`config.mk`:
```
export PLATFORM = sky130hd
export DESIGN_NAME = retire_trace_tx
export DESIGN_NICKNAME = d
export VERILOG_FILES = /design/src/rtl/retire_trace_tx.sv
export SDC_FILE = /design/constraint.sdc
export NUM_CORES = 1
export LEC_CHECK = 0
export BUFFER_PORTS_ARGS = -buffer_cell sky130_fd_sc_hd__buf_2
export CAP_MARGIN = 30
export CORE_MARGIN = 5
export CORE_UTILIZATION = 50
export DETAILED_ROUTE_END_ITERATION = 7
export MAX_ROUTING_LAYER = met4
export PLACE_DENSITY = 0.75
export SETUP_SLACK_MARGIN = 0.02
export SLEW_MARGIN = 20
export SYNTH_ARGS = -nofsm -noshare
export SYNTH_HDL_FRONTEND = slang
export SYNTH_SLANG_ARGS = --single-unit
```
`constraint.sdc`:
```
create_clock -name clk -period 3.3 [get_ports clk]
set_clock_uncertainty 0.1 [all_clocks]
set_input_delay 0.33 -clock clk [delete_from_list [all_inputs] [get_ports clk]]
set_output_delay 0.33 -clock clk [all_outputs]
set_load 0.005 [all_outputs]
```
`src/rtl/retire_trace_tx.sv`:
```
// Retire-trace transmitter: buffers retired-instruction records and serializes them as 32-bit beats.
// Optional feature macro RETIRE_TRACE_DATA_EN stores 64-bit result data (4-beat GPR-write records).
module retire_trace_tx #(
  parameter int unsigned DEPTH   = 4,
  parameter int unsigned ROBID_W = 5
) (
  input  logic               clk,
  input  logic               reset_n,
  input  logic               trace_en,
  input  logic               retire_valid_rb1,
  input  logic [31:0]        retire_pc_rb1,
  input  logic [ROBID_W-1:0] retire_robid_rb1,
  input  logic               retire_gpr_we_rb1,
  input  logic [4:0]         retire_gpr_rb1,
  input  logic [63:0]        retire_data_rb1,
  input  logic               retire_nuke_rb1,
  output logic               trace_valid,
  output logic [31:0]        trace_data,
  output logic               trace_last,
  input  logic               trace_ready,
  output logic [15:0]        drop_cnt
);

  localparam int unsigned AW = $clog2(DEPTH);
  localparam int unsigned CW = AW + 1;

  logic [7:0]         seq_mem   [DEPTH];
  logic [4:0]         gpr_mem   [DEPTH];
  logic [ROBID_W-1:0] robid_mem [DEPTH];
  logic [31:0]        pc_mem    [DEPTH];
  logic [DEPTH-1:0]   nuke_mem, we_mem, drop_mem;
`ifdef RETIRE_TRACE_DATA_EN
  logic [63:0]        data_mem  [DEPTH];
`else
  logic               unused_data;
  assign unused_data = ^retire_data_rb1;
`endif

  logic [CW-1:0] count_q, count_d;
  logic [AW-1:0] wr_ptr_q, wr_ptr_d, rd_ptr_q, rd_ptr_d;
  logic [1:0]    beat_q, beat_d;
  logic [7:0]    seq_q, seq_d;
  logic          drop_pend_q, drop_pend_d;
  logic [15:0]   drop_cnt_q, drop_cnt_d;

  logic       capture, full, accept, drop, hs, pop, is_last;
  logic [1:0] last_beat;
  logic [7:0] robid_ext;
  logic [31:0] payload;

  assign trace_valid = (count_q != '0);
  assign full        = (count_q == CW'(DEPTH));
  assign capture     = retire_valid_rb1 & trace_en;

`ifdef RETIRE_TRACE_DATA_EN
  assign last_beat = we_mem[rd_ptr_q] ? 2'd3 : 2'd1;
`else
  assign last_beat = 2'd1;
`endif

  assign is_last    = (beat_q == last_beat);
  assign hs         = trace_valid & trace_ready;
  assign pop        = hs & is_last;
  // A full FIFO still takes a record when the head leaves in the same cycle.
  assign accept     = capture & (~full | pop);
  assign drop       = capture & ~accept;
  assign trace_last = trace_valid & is_last;
  assign drop_cnt   = drop_cnt_q;

  always_comb begin
    robid_ext = '0;
    robid_ext[ROBID_W-1:0] = robid_mem[rd_ptr_q];
  end

  always_comb begin
    payload = '0;
    case (beat_q)
      2'd0: payload = {8'hA5, seq_mem[rd_ptr_q], nuke_mem[rd_ptr_q], we_mem[rd_ptr_q],
                       gpr_mem[rd_ptr_q], drop_mem[rd_ptr_q], robid_ext};
      2'd1: payload = pc_mem[rd_ptr_q];
`ifdef RETIRE_TRACE_DATA_EN
      2'd2: payload = data_mem[rd_ptr_q][31:0];
      2'd3: payload = data_mem[rd_ptr_q][63:32];
`endif
      default: payload = '0;
    endcase
  end

  assign trace_data = trace_valid ? payload : '0;

  always_comb begin
    count_d     = count_q;
    wr_ptr_d    = wr_ptr_q;
    rd_ptr_d    = rd_ptr_q;
    beat_d      = beat_q;
    seq_d       = seq_q;
    drop_pend_d = drop_pend_q;
    drop_cnt_d  = drop_cnt_q;
    if (hs) begin
      if (is_last) begin
        beat_d   = '0;
        rd_ptr_d = rd_ptr_q + AW'(1);
      end else begin
        beat_d = beat_q + 2'd1;
      end
    end
    if (accept) begin
      wr_ptr_d    = wr_ptr_q + AW'(1);
      seq_d       = seq_q + 8'd1;
      drop_pend_d = 1'b0;
    end else if (drop) begin
      drop_pend_d = 1'b1;
      if (drop_cnt_q != 16'hFFFF) drop_cnt_d = drop_cnt_q + 16'd1;
    end
    case ({accept, pop})
      2'b10:   count_d = count_q + CW'(1);
      2'b01:   count_d = count_q - CW'(1);
      default: count_d = count_q;
    endcase
  end

  always_ff @(posedge clk or negedge reset_n) begin
    if (!reset_n) begin
      count_q     <= '0;
      wr_ptr_q    <= '0;
      rd_ptr_q    <= '0;
      beat_q      <= '0;
      seq_q       <= '0;
      drop_pend_q <= 1'b0;
      drop_cnt_q  <= '0;
    end else begin
      count_q     <= count_d;
      wr_ptr_q    <= wr_ptr_d;
      rd_ptr_q    <= rd_ptr_d;
      beat_q      <= beat_d;
      seq_q       <= seq_d;
      drop_pend_q <= drop_pend_d;
      drop_cnt_q  <= drop_cnt_d;
    end
  end

  // Record storage needs no reset: occupancy is tracked by count_q.
  always_ff @(posedge clk) begin
    if (accept) begin
      seq_mem[wr_ptr_q]   <= seq_q;
      gpr_mem[wr_ptr_q]   <= retire_gpr_rb1;
      robid_mem[wr_ptr_q] <= retire_robid_rb1;
      pc_mem[wr_ptr_q]    <= retire_pc_rb1;
      nuke_mem[wr_ptr_q]  <= retire_nuke_rb1;
      we_mem[wr_ptr_q]    <= retire_gpr_we_rb1;
      drop_mem[wr_ptr_q]  <= drop_pend_q;
`ifdef RETIRE_TRACE_DATA_EN
      data_mem[wr_ptr_q]  <= retire_data_rb1;
`endif
    end
  end

endmodule
```
Word level (Yosys, flattened, before mapping)
Memory sizes are Yosys's and may differ from the RTL's.
Index checks and enable logic that the tools add are counted.

cells by class
  add/subtract/negate cells = 7
  reduce and logical (&&, ||, !) cells = 7
  mux-type cells = 19
  equality and inequality tests = 5
  order comparisons = 3
  bitwise operators = 9

operators with widths
  cell                     count
  $pmux W32 S2             1
  $mux W32                 1
  $add A16 B1 Y16 const B  1
  $ne A16 B16 Y1 const B   1
  $bwmux W4                3
  $add A8 B1 Y8 const B    1
  $mux W1                  8
  $add A2 B1 Y2 const B    3
  $and A1 B1 Y1            6
  $bmux W1 S2              3
  $lt A2 B3 Y1 const B     2
  $pmux W3 S2              1
  $eq A2 B1 Y1 const B     2
  $reduce_bool A2 Y1       2
  $add A3 B1 Y3 const B    1
  $eq A3 B3 Y1 const B     1
  $reduce_and A3 Y1        1
  $reduce_bool A3 Y1       1
  $sub A3 B1 Y3 const B    1
  $demux W1 S2             1
  $eq A2 B2 Y1 const B     1
  $ge A2 B1 Y1 const B     1
  $logic_not A2 Y1         1
  $mux W2                  1
  4 further kinds          5

word-level totals
  memories = 4
  RAM bits = 200
  input bits = 113
  word-level logic and storage cells = 64
  flip-flop bits (word level) = 46
  output and inout bits = 50

memories
  name       words  width  read ports  clocked after Yosys merged registers in  write ports  RTL line  RTL
  pc_mem     4      32     1           0                                        1            30        logic [31:0] pc_mem [DEPTH];
  seq_mem    4      8      1           0                                        1            27        logic [7:0] seq_mem [DEPTH];
  gpr_mem    4      5      1           0                                        1            28        logic [4:0] gpr_mem [DEPTH];
  robid_mem  4      5      1           0                                        1            29        logic [ROBID_W-1:0] robid_mem [DEPTH];

Depth between registers and ports, before layout
Gate-level depths: netlist of the first run.

  depth after elaboration = 9
  gate-level depth with buffers = 9
  depth with buffers taken out = 8

Worst setup path before layout of the first run
OpenSTA, ideal clock, no wires.

  path type = register -> register
  start point = register beat_q[1]
  end point = register drop_mem[0] (enable)
  path slack = 0.236 ns
  setup time = 0.416 ns
  cell stages (with the launch flop) = 5
  arrival = 2.548 ns
  period minus slack after synthesis = 3.064 ns
  path through = dfrtp_1 -> nand3b_2 -> a31oi_1 -> clkbuf_1 -> and2_1

on the way
  cells in the longest elaborated chain, start to end = 4

ends and longest elaborated chain
  element                        RTL line  RTL
  start, declared                41        logic [1:0] beat_q, beat_d;
  start signal, assigned         135       beat_q <= beat_d;
  $eq A2 B1 Y1                   61        assign is_last = (beat_q == last_beat);
  $and A1 B1 Y1                  63        assign pop = hs & is_last;
  $or A1 B1 Y1                   65        assign accept = capture & (~full | pop);
  $and A1 B1 Y1                  65
  end signal, assigned by index  151       drop_mem[wr_ptr_q] <= drop_pend_q;
  end, declared                  31        logic [DEPTH-1:0] nuke_mem, we_mem, drop_mem;

No other way between the ends.
A chain may end at the register's enable or synchronous reset.

Final worst setup path of the first run
  start point = register rd_ptr_q[0]
  end point = output port trace_data[0]

on the way
  cells in the longest elaborated chain, start to end = 3

ends and longest elaborated chain
  element                                          RTL line  RTL
  start, declared                                  40        logic [AW-1:0] wr_ptr_q, wr_ptr_d, rd_ptr_q, rd_ptr_d;
  start signal, assigned                           134       rd_ptr_q <= rd_ptr_d;
  $mem_v2 Z4 W32 or $mem_v2 Z4 W5 (tied branches)  n/a
  $pmux W32 S2 *                                   77        case (beat_q)
  $mux W32 *                                       89        assign trace_data = trace_valid ? payload : '0;
  end, declared                                    18        output logic [31:0] trace_data,

Every way passes the cells marked *; elsewhere a longest branch is shown, timed or not.

==> results of run 1 <==
[critical path: stages (launching register included)]
cell and delay, ns:
dfrtp_4 0.69, buf_4 0.32, mux4_2 0.52, mux2i_1 0.16, nor2_1 0.07, buf_2 0.14
[sequential cells by signal, indices dropped and copies added (netlist names)]
signal       cells
beat_q           2
count_q          3
drop_cnt        16
drop_mem         4
drop_pend_q      1
gpr_mem         20
nuke_mem         4
pc_mem         128
rd_ptr_q         2
robid_mem       20
seq_mem         32
seq_q            8
we_mem           4
wr_ptr_q         2
[power by group through the flow]
stage	sequential, W	clock (W)	combinational [W]
2_1_floorplan	0.00403	0	0.00178
3_3_place_gp	0.00415	0	0.00254
3_5_place_dp	0.00419	0	0.00259
4_1_cts	0.00412	0.00280	0.00264
5_1_grt	0.00417	0.00294	0.00283
6_report	0.00412	0.00274	0.00258
[cell families (layout without fill, tap and decap cells)]
kind of cell	Yosys count	in the layout	synth area share, %
DFF	246	246	74.82
and+or+nand+nor	109	109	5.863
muxes	62	62	13.35
buffers and inverters	27	207	1.180
other	0	1	0
adders and majority gates	8	8	1.116
xor gates and xnor gates	28	28	2.542
AOI/OAI and AO/OA	21	21	1.129
[how the worst max path moves through the flow]
| stage | to | slack [ns] | cells after the start |
|---|---|---|---|
| final | trace_data[0] | 0.46 | 5 |
| after global routing | trace_data[14] | 0.29 | 5 |
| after CTS | trace_data[23] | 0.41 | 5 |
| after detailed placement | count_q[2] | 0.59 | 8 |
| after global placement | count_q[2] | 0.68 | 8 |
| after floorplan | drop_mem[0] | 0.24 | 4 |
[timing repair]
| action | 4_1_cts | 5_1_grt |
|---|---|---|
| resized for setup | 0 | 0 |
| hold endpoints to repair | 210 | 0 |
| hold buffers | 45 | 0 |
[routing by layer]
metal / vias up / global-route usage [%] / routed length [µm]
met5: - / - / 0
met4: 0 / 5.812 / 494
met3: 38 / 2.157 / 785
met2: 126 / 29.42 / 9450
met1: 2536 / 21.22 / 7289
li1: 2290 / - / -
[cell type report]
cell class	count	area share, %
Inverter	5	0.1593
Clock inverter	14	1.296
Multi-Input combinational cell	228	19.69
Timing Repair Buffer	156	9.240
Sequential cell	246	61.30
Antenna cell	1	0.02124
Clock buffer	32	5.533
Tap cell	260	2.761
[per-stage QoR]
step           hold WS [ns]  instances  instance area (µm²)  setup WS, ns  util [%]
2_1_floorplan      -0.06559        501                 9646        0.2358         -
3_3_place_gp         0.3541        850                10520        0.6789     55.89
3_5_place_dp         0.3621        850                10520        0.5853     55.89
4_1_cts            0.007835        941                11780        0.4123     62.55
5_1_grt             0.02076        942                11780        0.2864     62.56
6_report            0.02732        942                11780        0.4633     62.56
[placed cells by master (no fill, tap or decap), drive strengths merged, types with 2 or more instances in the layout]
cell         synthesis  routed
nand2               46      46
mux2                 3       3
a21oi               18      18
xor2                10      10
dlygate4sd3          0      45
nand3                6       6
and2                 6       6
buf                 11     111
dfrtp               34      34
nor4                 2       2
and3                12      12
nor3                 5       5
ha                   7       7
mux4                53      53
edfxtp             212     212
nand4                7       7
nor2                20      20
clkinv               0       8
xnor2               18      18
bufinv               0       3
mux2i                6       6
inv                  5       7
clkbuf              11      32
==> impl_metrics.yaml, run 1 <==
worst_setup_path:
  worstPathRequired_ns: 2.87
  path_max_fanout: 19
  setup.worst_path.start: "rd_ptr_q[0]"
  r2r-end: "count_q[2]"
  cp-end-kind: "output port"
  worstPathArrival_ns: 2.41
  path_class: "reg2out"
  rr_startpoint: "count_q[0]"
  r2r_cells: 8
  reg2reg_slack_ns: 0.58
  critPathLaunchType: "flop"
power:
  power_w: 0.009434
  p_seq_share_pct: 43.6
  p_leak_nw: 4.341
  comb_power_share_pct: 27.4
  ir_drop_v: 0.0005796
  clock_power_share_pct: 29.0
  p_sw_share_pct: 28.20
  p_sw_w: 0.002660
  p_per_area_nw_per_um2: 800.7
  p_int_w: 0.006774
synthesis:
  synth.avg_cell_area_um2: 19.25
  ys_top_cells_by_area: "edfxtp_1 66%, mux4_2 12%, dfrtp_1 8.8%"
  yosys.cell_types.count: 35
  syn-num-nets: 622
  synthCells: 501
  synth_seq_cells: 246
  synth_enable_flop_cells: 212
  synth.yosys.warnings: 0
  syn_area_um2: 9646
  synth_flop_cell: "edfxtp_1"
  async_reset_ff_share_pct: 13.82
  synth_top_area_cell: "edfxtp_1"
  yosysSeqAreaShare_pct: 74.82
  synth_commonest_cells: "212 x edfxtp_1, 53 x mux4_2, 46 x nand2_1, 34 x dfrtp_1, 19 x nor2_1"
  synth_top_cell_area_share_pct: 66.00
  synth.most_common_cell: "edfxtp_1"
hold_path:
  min_path_type: "in2reg"
  holdPathStages: 3
  worstHoldStart: "trace_ready"
  min_to: "beat_q[0]"
grt:
  grt_pass1_vias: 5436
  grt.overflow.total: 0
  grt_start_max_net_pins: 41
  track_usage_pct: 17.10
  grt_pass1_wl_um: 29010
  antenna_found_initial: 1
placed_design:
  gp_congestion: 0.7698
  dp_hpwl_um: 10770
  io_buffers: 98
final_layout:
  fillers: 1309
  multi_input_area_um2: 2320
  synthToLayoutAreaGrowth_pct: 22.14
  regArea_um2: 7222
  nNetsFinal: 783
  drive_above_1_share_pct: 31.72
timing:
  worst_pin_slew_ns: 0.8103
  slew_headroom_pct: 45.98
  min_period_ns: 2.837
  drv_slew: 0
  rsz0062_at_grt: "false"
  period_share_pct: 85.96
  max_clock_freq_mhz: 352.5
  hold_violations: 0
  setup_viol: 0
  final.setup.tns_ns: 0
clock_tree:
  insertion_delay_ns: 0.52
  cts_buffer_depth: 3
  numClockSinks: 246
  numCtsBuffers: 25
  cts_tree: "done"
  cts_setup_buffers: 0
  cts-htree-levels: 1
  cts_root_buf: "clkbuf_16"
  clkTransAtPathRegs_ns: 0.06
route:
  drc: 0
  vias: 4990
  drt_wl_total_um: 18020
  drt-pass1-iter-count: 4
  drtAntennaViolNets: 0
  wl_per_cell_um: 19.13
  drt_iter0_drc: 304
  viasPerCell: 5.297
floorplan:
  die_w_um: 148.9
  start_util_pct: 51.22
  core_area_um2: 18830
  die_h_um: 148.9
  dieArea_um2: 22170
  ios: 163
  rows: 50
run_status:
  status: "complete, no violations"
flow_run:
  maxCapViolations: 0
Power figures use the tool's default switching activity.
==> run 2, diff against run 1 <==
Settings changed: BUFFER_PORTS_ARGS -buffer_cell sky130_fd_sc_hd__buf_2 to default, CORE_UTILIZATION 50 to 30, DONT_BUFFER_PORTS from default to 1, PLACE_DENSITY 0.75 to default.
==> run 2 against run 1 <==
Effect of this change:
- cell count is 5.6% higher
- global-route usage is 6.2 points lower
- total power is 3.2% lower
- register-to-register slack lost 0.08 ns
- via count decreased by 6.2%
- highest routed layer unchanged
- wire length up 6.2%
- sequential share of layout area grew 1.4 points
- combinational power shrank 8.5%
- non-clock buffer count decreased by 91
- critical path depth increased by 3
- count of clock-buffer cells in the layout is 5 higher
- cell area shrank 2.3%
==> impl_metrics.yaml, run 2 (synthesis gave the netlist of run 1 again) <==
run_status:
  status: "complete, no violations"
final_layout:
  largest_register: "pc_mem"
  fillers: 2904
  largest_register_ffs: 128
  final_cell_mix: "212 x edfxtp_1, 53 x mux4_2, 48 x dlygate4sd3_1"
  final_util_pct: 36.40
  final_cell_area_um2: 11510
  final_common_cell: "edfxtp_1"
  drive_above_1_share_pct: 20.85
  synthToLayoutAreaGrowth_pct: 19.38
  reg.largest.list: "pc_mem (128), seq_mem (32)"
  nNetsFinal: 693
timing:
  hold_violations: 0
  drv_slew: 0
  worst_slack_ns: 0.4990
  rsz0062_at_grt: "false"
  period_share_pct: 84.88
  setup_viol: 0
  worst_pin_slew_ns: 0.7442
  holdWs_ns: 0.04292
  final.setup.tns_ns: 0
  slew_headroom_pct: 50.33
  min_period_ns: 2.801
  max_clock_freq_mhz: 357.0
grt:
  grt_start_max_net_pins: 35
  grt_pass1_wl_um: 29860
  antenna_found_initial: 2
  track_usage_pct: 10.95
  grt.overflow.total: 0
  grt_pass1_vias: 5301
clock_tree:
  cts_root_buf: "clkbuf_16"
  cts_buffer_depth: 3
  clkTransAtPathRegs_ns: 0.06
  numCtsBuffers: 26
  insertion_delay_ns: 0.51
  cts-htree-levels: 1
  numClockSinks: 246
  cts_tree: "done"
  cts-resized-gates: 0
power:
  p_per_area_nw_per_um2: 793.1
  p_leak_nw: 3.945
  ir_drop_v: 0.0003339
floorplan:
  core_area_um2: 31640
  ios: 163
  start_util_pct: 30.49
  die_w_um: 189.3
  rows: 65
  die_h_um: 189.3
  dieArea_um2: 35840
worst_setup_path:
  path_class: "reg2reg"
  cp-end-kind: "flop"
  crit_path_max_incr_delay_ns: 0.50
  critPathLaunchType: "flop"
  worstPathArrival_ns: 3.13
  worstPathRequired_ns: 3.63
  crit_chain: "or3_1 -> and2b_1 -> and3_1 -> ha_1 -> fa_1 -> xnor2_1 -> nor2_1 -> xor2_1"
  path_max_fanout: 9
  cp_slowest_cell: "or3_1"
route:
  vias: 4680
  drt_iter0_drc: 275
  drtAntennaViolNets: 0
  viasPerCell: 4.704
  drt-pass1-iter-count: 4
  wl_per_cell_um: 19.23
  drc: 0
  drt_wl_total_um: 19130
flow_run:
  maxCapViolations: 0
placed_design:
  gp_congestion: 0.7562
  post_dp_cell_area_um2: 10210
  io_buffers: 0
  dp_hpwl_um: 11860
  pre_cts_slack_ns: 0.4924
hold_path:
  min_path_type: "in2reg"
==> run 2: cell types whose count changed in the layout (fill, tap and decap cells not counted), sizes merged <==
cell | previous run | this run
clkbuf | 32 | 37
buf | 111 | 17
inv | 7 | 5
clkinv | 8 | 7
diode | 1 | 3
dlygate4sd3 | 45 | 48
bufinv | 3 | 1
==> run 2: cell type report <==
cell class / count / area (µm²) / area share, %
flip-flops and latches: 246 / 7223 / 62.73
clock buffers: 37 / 723.2 / 6.281
inverters: 5 / 18.77 / 0.1630
clock inverters: 9 / 73.82 / 0.6411
repair buffers: 65 / 645.6 / 5.607
well taps: 402 / 503.0 / 4.368
diodes: 3 / 7.507 / 0.06520
multi-input cells: 228 / 2320 / 20.15
==> run 2: final timing paths <==
path / from / end / slack, ns / depth (start not counted)
min reg2reg: beat_q[1] / beat_q[1] / 0.42 / 1
max in group asynchronous: reset_n / rd_ptr_q[0] / 2.73 / 2
max: count_q[0] / count_q[2] / 0.50 / 8
min: trace_ready / rd_ptr_q[0] / 0.04 / 2
max reg2reg: count_q[0] / count_q[2] / 0.50 / 8
min in group asynchronous: reset_n / drop_cnt[4] / 0.17 / 2
==> run 2: per-stage QoR <==
step / power, W / std cells
2_1_floorplan: 0.005809 / 501
6_report: 0.009133 / 995
3_5_place_dp: 0.006527 / 897
5_1_grt: 0.009662 / 994
4_1_cts: 0.009318 / 992
3_3_place_gp: 0.006455 / 897
==> run 2: per-layer routing <==
layer	up-vias	part of all wire, %	GRT usage (%)
met3	26	6.4	2.987
met5	-	0	-
met1	2426	41	13.14
met2	116	51	18.67
met4	0	1.4	2.393
li1	2112	-	-
==> run 2: report_power, final <==
part / switching [W] / internal (W) / total, W / leakage (nW)
sequential: 0.000244 / 0.00383 / 0.00408 / 2.37
combinational: 0.00128 / 0.00108 / 0.00236 / 1.18
clock: 0.00110 / 0.00160 / 0.00269 / 0.388
total: 0.00263 / 0.00651 / 0.00913 / 3.94
==> run 2: timing repair <==
action	CTS	global route
endpoints found under the hold margin	213	0
hold buffers	49	0
buffers inserted	0	0
==> run 2: critical path, delay by kind of cell (launching register included) <==
family        cells  cell delay [ns]
xor+xnor          2             0.31
fa+ha+maj         2             0.62
flops             1             0.43
simple gates      4             1.26
==> run 3, diff against run 2 <==
Clock period 3.3 ns to 2.5 ns, I/O delays scaled along.
==> run 3 against run 2 <==
Effect of this change:
- sequential power up 31%
- worst hold slack worse by 0.016 ns
- worst setup slack worse by 0.35 ns
- count of clock-buffer cells in the layout shrank 5
- flip-flop and latch count unchanged
- critical path type is now reg2out
- critical endpoint is now trace_data[9]
- largest power group unchanged
==> impl_metrics.yaml, run 3 (synthesis gave the netlist of run 1 again) <==
run_status:
  status: "complete, no violations"
timing:
  min_period_ns: 2.355
  holdWs_ns: 0.02683
  max_clock_freq_mhz: 424.5
  period_share_pct: 94.22
  setup_viol: 0
  worst_pin_slew_ns: 0.4410
  rsz0062_at_grt: "true"
  slew_headroom_pct: 70.37
  drv_slew: 0
  hold_violations: 0
placed_design:
  placed_cells: 908
  io_buffers: 0
  dp_hpwl_um: 12230
  gp_congestion: 0.7134
hold_path:
  min_to: "drop_pend_q"
  worstHoldStart: "trace_en"
  min_path_type: "in2reg"
  holdPathStages: 3
clock_tree:
  cts_buffer_depth: 3
  cts_root_buf: "clkbuf_16"
  numCtsBuffers: 27
  insertion_delay_ns: 0.52
  clkTransAtPathRegs_ns: 0.06
  numClockSinks: 246
  cts-htree-levels: 1
  cts_tree: "done"
route:
  vias: 4773
  viasPerCell: 4.684
  drc: 0
  drt_wl_total_um: 19930
  wl_per_cell_um: 19.55
  drtAntennaViolNets: 0
  drt_iter0_drc: 171
  drt-pass1-iter-count: 4
final_layout:
  largest_register_ffs: 128
  final_common_cell: "edfxtp_1"
  reg.largest.list: "pc_mem (128), seq_mem (32)"
  drive_above_1_share_pct: 24.63
  nNetsFinal: 714
  fin_cells: 1019
  largest_register: "pc_mem"
  final_cell_mix: "212 x edfxtp_1, 53 x mux4_2, 48 x dlygate4sd3_1"
  synthToLayoutAreaGrowth_pct: 23.70
worst_setup_path:
  worstPathRequired_ns: 2.15
  rr_startpoint: "count_q[0]"
  worstPathArrival_ns: 2.01
  r2r-end: "count_q[2]"
  path_max_fanout: 9
  cp-end-kind: "output port"
  critPathLaunchType: "flop"
  reg2reg_slack_ns: 0.15
  path_class: "reg2out"
  r2r_cells: 8
floorplan:
  rows: 65
  ios: 163
  core_area_um2: 31640
  die_h_um: 189.3
  die_w_um: 189.3
  start_util_pct: 30.49
  dieArea_um2: 35840
flow_run:
  maxCapViolations: 0
grt:
  grt_start_max_net_pins: 37
  track_usage_pct: 11.41
  grt_pass1_vias: 5316
  antenna_found_initial: 4
  grt_pass1_wl_um: 30930
  grt.overflow.total: 0
power:
  p_leak_nw: 4.138
  ir_drop_v: 0.0005707
  p_per_area_nw_per_um2: 1095
-- run 3: final cells by class --
cell class,instances,area [µm²]
Fill cell,2853,19710
Sequential cell,246,7223
Multi-Input combinational cell,228,2322
Timing Repair Buffer,85,907.1
Clock buffer,32,694.4
Tap cell,402,503.0
Clock inverter,17,252.7
Inverter,5,18.77
Antenna cell,4,10.01
-- run 3: worst max path at each step --
stage / start / end / slack (ns)
2_1_floorplan: beat_q[1] / drop_mem[0] / -0.001
3_3_place_gp: count_q[0] / count_q[2] / 0.16
3_5_place_dp: count_q[0] / count_q[2] / 0.10
4_1_cts: count_q[0] / trace_data[0] / 0.03
5_1_grt: rd_ptr_q[0] / trace_data[8] / 0.001
6_report: rd_ptr_q[0] / trace_data[9] / 0.14
-- run 3: worst max-delay path, stage by stage, from the launching register on --
cell,delay (ns)
dfrtp_4,0.42
buf_12,0.13
buf_4,0.23
mux4_2,0.52
nand2_1,0.08
a21oi_1,0.10
-- run 3: what timing repair did --
action                     CTS  global route
setup endpoints to repair   30             6
hold buffers                49             0
buffers inserted             5             4
resized for setup            3             2
gates cloned                 0             0
hold endpoints to repair   215             0
-- run 3: metrics by stage --
stage                     area [µm²]  worst slack, ns  setup TNS [ns]  power [W]  utilization [%]
final                          11930           0.1445               0    0.01307            37.71
after global routing           11930         0.001370               0    0.01379            37.71
after CTS                      11880          0.02552               0    0.01328            37.56
after detailed placement       10370           0.1028               0   0.008810            32.77
after global placement         10370           0.1640               0   0.008689            32.77
after floorplan                 9651        -0.001247         -0.2644   0.007658                -
-- run 3: where the power goes --
part	internal [W]	switching [W]
registers	0.00506	0.000270
clock network	0.00261	0.00156
logic	0.00173	0.00184
total	0.00940	0.00367
-- run 3: metal layers --
metal | global-route usage [%] | up-vias | wire length, µm
met5 | - | - | 0
met4 | 3.116 | 0 | 435
met3 | 2.784 | 29 | 1157
met2 | 19.64 | 105 | 10310
met1 | 13.50 | 2481 | 8025
li1 | - | 2158 | -
